[config.mk]
export PLATFORM = sky130hd
export DESIGN_NAME = minmax_tree
export DESIGN_NICKNAME = d
export VERILOG_FILES = /design/src/rtl/minmax_tree.sv
export SDC_FILE = /design/constraint.sdc
export NUM_CORES = 1
export LEC_CHECK = 0
export CAP_MARGIN = 15
export CORE_MARGIN = 2
export CORE_UTILIZATION = 49
export CTS_CLUSTER_DIAMETER = 60
export DETAILED_ROUTE_END_ITERATION = 8
export PLACE_DENSITY_LB_ADDON = 0.05
export SYNTH_ARGS = -nofsm -noshare
export SYNTH_HDL_FRONTEND = slang
export SYNTH_SLANG_ARGS = --single-unit
[constraint.sdc]
create_clock -name clk -period 1.84 [get_ports clk]
set_clock_uncertainty 0.1 [all_clocks]
set_input_delay 0.368 -clock clk [delete_from_list [all_inputs] [get_ports clk]]
set_output_delay 0.368 -clock clk [all_outputs]
set_load 0.005 [all_outputs]
[src/rtl/minmax_tree.sv]
// Pipelined N_IN-lane unsigned min/max reducer built as a registered binary comparator tree.
// Optional winner-index tracking is enabled by defining MINMAX_INDEX_EN.
module minmax_tree #(
  parameter int WIDTH = 8,
  parameter int N_IN  = 5,
  localparam int LAT  = (N_IN == 1) ? 1 : $clog2(N_IN),
  localparam int IDXW = (N_IN == 1) ? 1 : $clog2(N_IN)
) (
  input  logic                  clk,
  input  logic                  rst,
  input  logic                  ce,
  input  logic                  den_in,
  input  logic                  mode_in,
  input  logic [N_IN*WIDTH-1:0] data_in,
  output logic [WIDTH-1:0]      data_out,
  output logic                  den_out
`ifdef MINMAX_INDEX_EN
  ,
  output logic [IDXW-1:0]       idx_out
`endif
);

  // Number of live nodes at the output of stage s (stage 0 = input lanes).
  function automatic int node_cnt(input int s);
    int n;
    n = N_IN;
    for (int i = 0; i < s; i++) n = (n + 1) / 2;
    return n;
  endfunction

  // lvl[0] is the lane view of data_in; lvl[s] mirrors the stage-s registers.
  logic [WIDTH-1:0] lvl    [0:LAT][0:N_IN-1];
  logic [WIDTH-1:0] node_d [1:LAT][0:N_IN-1];
  logic [WIDTH-1:0] node_q [1:LAT][0:N_IN-1];
  logic             msel   [1:LAT];
  logic             mode_q [1:LAT];
  logic             vld_q  [1:LAT];
  logic             take_b;
`ifdef MINMAX_INDEX_EN
  logic [IDXW-1:0]  ilvl   [0:LAT][0:N_IN-1];
  logic [IDXW-1:0]  idx_d  [1:LAT][0:N_IN-1];
  logic [IDXW-1:0]  idx_q  [1:LAT][0:N_IN-1];
`endif

  always_comb begin
    take_b = 1'b0;
    for (int j = 0; j < N_IN; j++) begin
      lvl[0][j] = data_in[j*WIDTH +: WIDTH];
`ifdef MINMAX_INDEX_EN
      ilvl[0][j] = IDXW'(j);
`endif
    end
    for (int s = 1; s <= LAT; s++) begin
      for (int j = 0; j < N_IN; j++) begin
        lvl[s][j] = node_q[s][j];
`ifdef MINMAX_INDEX_EN
        ilvl[s][j] = idx_q[s][j];
`endif
      end
    end
    // Each stage compares using the mode of the sample it is currently reducing.
    msel[1] = mode_in;
    for (int s = 2; s <= LAT; s++) msel[s] = mode_q[s-1];

    for (int s = 1; s <= LAT; s++) begin
      for (int j = 0; j < N_IN; j++) begin
        node_d[s][j] = '0;
`ifdef MINMAX_INDEX_EN
        idx_d[s][j] = '0;
`endif
        if (j < node_cnt(s)) begin
          if (2*j + 1 < node_cnt(s-1)) begin
            // Strict compare: on equality the lower-index (left) node wins.
            take_b = msel[s] ? (lvl[s-1][2*j+1] > lvl[s-1][2*j])
                             : (lvl[s-1][2*j+1] < lvl[s-1][2*j]);
            node_d[s][j] = take_b ? lvl[s-1][2*j+1] : lvl[s-1][2*j];
`ifdef MINMAX_INDEX_EN
            idx_d[s][j] = take_b ? ilvl[s-1][2*j+1] : ilvl[s-1][2*j];
`endif
          end else begin
            node_d[s][j] = lvl[s-1][2*j];
`ifdef MINMAX_INDEX_EN
            idx_d[s][j] = ilvl[s-1][2*j];
`endif
          end
        end
      end
    end
  end

  always_ff @(posedge clk or posedge rst) begin
    if (rst) begin
      for (int s = 1; s <= LAT; s++) begin
        vld_q[s]  <= 1'b0;
        mode_q[s] <= 1'b0;
        for (int j = 0; j < N_IN; j++) begin
          node_q[s][j] <= '0;
`ifdef MINMAX_INDEX_EN
          idx_q[s][j] <= '0;
`endif
        end
      end
    end else if (ce) begin
      vld_q[1] <= den_in;
      for (int s = 2; s <= LAT; s++) vld_q[s] <= vld_q[s-1];
      for (int s = 1; s <= LAT; s++) begin
        mode_q[s] <= msel[s];
        for (int j = 0; j < N_IN; j++) begin
          node_q[s][j] <= node_d[s][j];
`ifdef MINMAX_INDEX_EN
          idx_q[s][j] <= idx_d[s][j];
`endif
        end
      end
    end
  end

  assign data_out = node_q[LAT][0];
  assign den_out  = vld_q[LAT];
`ifdef MINMAX_INDEX_EN
  assign idx_out  = idx_q[LAT][0];
`endif

endmodule

==> results list, run 1 <==
* Gate count of the mapped netlist: 353
- Synth Area per Inst: 9.80 µm²
- Root buffer cell: sky130_fd_sc_hd__clkbuf_8
- The number of global-route vias before repair was about 2900.
- PD cells: 954 nW/µm²
- Final layout net count: 548
* Static leakage: 2.32 nW
- Post-synth top flop: sky130_fd_sc_hd__dfrtp_1
* Total Routing Usage GR: 0.205
- Worst slew margin: 0.811
* Number of enable-type register cells in the synthesized netlist: 0
* CP arrival: 1.99 ns
* Number of clock buffers inserted by TritonCTS: 5
- Worst skew pair latency: roughly 0.30 ns
* Standard-cell rows: 30
- Counting tap cells, the placed design contains a total of 548 instances.
- The clock passes through at most 2 buffers.
- Maximum Capacitance Violations: 0
- The initial antenna violation count came to 0.
- The worst setup path is captured at a flip-flop.
* Slowest stage cell on the critical path: sky130_fd_sc_hd__dfrtp_1
- Of all nets on the critical path, the largest fanout is 8.
- Vias/cell: 5.17
- Clock-pin slew was measured on the worst setup and hold paths at 0.10 ns.
- Detailed placement finished with a half-perimeter wire length of 5550 µm.
* Endpoints failing setup: 2
- In this run the cell area of the synthesized design comes to approximately 3500 µm².
* Min cycle time layout: 1.86 ns
* Fmax: 539 MHz
- Final estimated routing congestion in global placement: 0.824
- By startpoint and endpoint, the worst setup path is classified as reg -> reg.
- The finished cells cover 5030 µm².
* Filler cell count in the final layout: 489
- Proportion of register bits with asynchronous set or reset after synthesis: 1.00
- After detailed routing, the number of remaining DRC violations is 0.
* Share of synthesized area occupied by flip-flops and latches: 0.384
- CTS tree: yes
- The total area inside the core boundary comes to 6790 µm².
* Startpoint Class: flip-flop
- The final reports fail on negative setup slack.
- The share of synthesized area in the top cell type comes to 0.384.
- Proportion of layout cells with a drive suffix above 1: 0.373
- Dividing the final minimum period by the clock period gives 1.01.
- The die is 88.0 µm tall.
* Count of hold buffers inserted by post-cts repair: 0
- The initial utilization of the core area, before any placement, comes to 0.509.
- Type of the tightest min-delay check: in -> async
- Total via count in the routed design: just under 3000
* Signed area change from the synthesized netlist to the final layout: 45.4%
* Count of placed standard cells in the final layout, fillers left out: 568
- Largest net degree at the start of global routing: 54
- Counting flops and latches in the post-synthesis netlist gives 53.
* Total gr overflow: 0
- The first global-routing pass estimated 12600 µm of wire.
* Final Routed Wirelength: 7900 µm
- The count of nets left with antenna violations once routing finished came out at 0.
- Data on the critical path is required at its endpoint by around 2.0 ns.
* Unrepaired setup endpoints after global routing: yes
* Area post-placement: between 4000 and 5000 µm²
- sky130_fd_sc_hd__a21oi_1 is the most common cell in the netlist.
* Cell types with the largest area share after synthesis: sky130_fd_sc_hd__dfrtp_1 38%, sky130_fd_sc_hd__ha_1 12%, sky130_fd_sc_hd__a21oi_1 11%
- The synthesized design spends more area on one cell type than any other, namely sky130_fd_sc_hd__dfrtp_1.
- Outcome: complete, but fails checks
- In this run the tool buffered the top-level ports with 53 buffer cells.
* Crit path largest cell delay: 0.42 ns
- Slew at the pin with the worst max-slew slack: 0.284 ns
* Die Outline Area: 7750 µm²
- Die X: slightly below 90 µm
- The worst-case IR drop observed on VDD is 575 µV.
* Synthesis warning total: 0
* Pre-CTS setup slack: -0.697 ns
- In the final routed layout, each cell accounts on average for 13.9 µm.
- Number of DRC markers after the initial detailed-route iteration: 57
- The netlist uses 25 different library cells.
- Max Slew Vio Count: 0
- DR pass1 iterations: 4
- In this run the count of I/O pins placed on the die edge is 54.
* Final worst slack: -0.0158 ns
- The hold violation count in the final report came to 0.
- After routing, the total negative slack on setup checks comes to -0.0169 ns.
* Clock sink count: 53
* Maximum level of the CTS H-tree: 2
- When the netlist entered floorplanning its net count stood at 430.
- In the final layout, the multi-input gates occupy about 2200 µm².
* Seq. cell area: 1330 µm²
* Number of diodes added for antenna fixing: 0
- Walking the worst path, the cells encountered are ha_4 -> nand4_1 -> o211ai_1 -> o211a_4 -> mux2i_1.
- Top cell types by occurrence after synthesis: 76 x sky130_fd_sc_hd__a21oi_1, 53 x sky130_fd_sc_hd__dfrtp_1, 33 x sky130_fd_sc_hd__inv_1
sequential cells by signal (all words and copies together), names as in the netlist:
| signal | count |
|---|---|
| data_out | 8 |
| mode_q | 2 |
| lvl | 40 |
| den_out | 1 |
| vld_q | 2 |
critical path: cells and delay by family, from the launching register on:
family,cells,cell delay (ns)
AOI/OAI and AO/OA,2,0.54
muxes,1,0.23
and+or+nand+nor,1,0.18
adders and majority gates,1,0.29
DFF,1,0.42
layout make-up:
cell class | instances | area share
clock buffer | 5 | 0.0137
clock inverter | 3 | 0.00348
inverter | 33 | 0.0246
multi-input combinational | 242 | 0.436
sequential | 53 | 0.264
tap | 96 | 0.0239
timing repair buffer | 136 | 0.234
cells by family (layout without fill, tap and decap cells):
| logic type | Yosys count | count (layout) | share of synthesized area |
|---|---|---|---|
| simple gates | 57 | 57 | 0.0886 |
| flops | 53 | 53 | 0.384 |
| mux | 52 | 52 | 0.158 |
| buf+inv | 58 | 177 | 0.0821 |
| compound gates | 101 | 101 | 0.172 |
| fa+ha+maj | 32 | 32 | 0.116 |
cells in the final DEF, fill, tap and decap left out, types with 8 or more instances in the layout:
cell	n
sky130_fd_sc_hd__buf_4	78
sky130_fd_sc_hd__a21oi_1	71
sky130_fd_sc_hd__dfrtp_1	52
sky130_fd_sc_hd__mux2i_1	31
sky130_fd_sc_hd__dlygate4sd2_1	26
sky130_fd_sc_hd__ha_4	21
sky130_fd_sc_hd__mux2_2	20
sky130_fd_sc_hd__clkdlybuf4s50_1	20
sky130_fd_sc_hd__inv_2	18
sky130_fd_sc_hd__nor2b_1	17
sky130_fd_sc_hd__inv_1	15
sky130_fd_sc_hd__nor2_1	15
sky130_fd_sc_hd__nand2_1	9
sky130_fd_sc_hd__ha_1	9
sky130_fd_sc_hd__nand4_1	8
sky130_fd_sc_hd__a21oi_2	8
metrics by stage:
| step | utilization | power (mW) | hold WS (ns) |
|---|---|---|---|
| 2_1_floorplan | - | 2.97 | 0.349 |
| 3_3_place_gp | 0.667 | 3.68 | 0.363 |
| 3_5_place_dp | 0.667 | 3.76 | 0.374 |
| 4_1_cts | 0.720 | 4.64 | 0.332 |
| 5_1_grt | 0.740 | 5.13 | 0.344 |
| 6_report | 0.740 | 4.80 | 0.317 |
power by group:
part           switching [mW]  total (mW)  internal, mW  leakage, nW
clock network           0.395       0.659         0.264       0.0439
registers               0.183        1.64          1.46        0.640
logic                    1.06        2.50          1.44         1.64
total                    1.64        4.80          3.15         2.32
worst paths after layout:
| path | start | to | slack [ns] | depth (start not counted) |
|---|---|---|---|---|
| max in group asynchronous | rst | lvl[108] | 1.07 | 3 |
| min reg2reg | lvl[96] | lvl[64] | 0.39 | 2 |
| max reg2reg | lvl[71] | data_out[3] | -0.02 | 5 |
| min in group clk | lvl[96] | lvl[64] | 0.39 | 2 |
| min | rst | lvl[99] | 0.32 | 3 |
| max | lvl[71] | data_out[3] | -0.02 | 5 |
per-layer routing:
metal | GRT usage | share of wire | vias up
met1 | 0.275 | 0.45 | 1402
li1 | - | - | 1478
met2 | 0.350 | 0.51 | 47
met4 | 0.0496 | 0.0099 | 0
met5 | 0 | 0 | -
met3 | 0.0339 | 0.029 | 9
repair_timing:
item / CTS / global route
gates resized for setup: 77 / 21
pin swaps: 35 / 23
setup endpoints to repair: 32 / 30
setup buffers: 5 / 7
(Power assumes the default switching activity.)
==> inputs of run 2 (changes only) <==
Settings changed: GPL_ROUTABILITY_DRIVEN from default to 0.
==> results of run 2 <==
No change in the layout: final DEF, timing and power equal those of run 1.
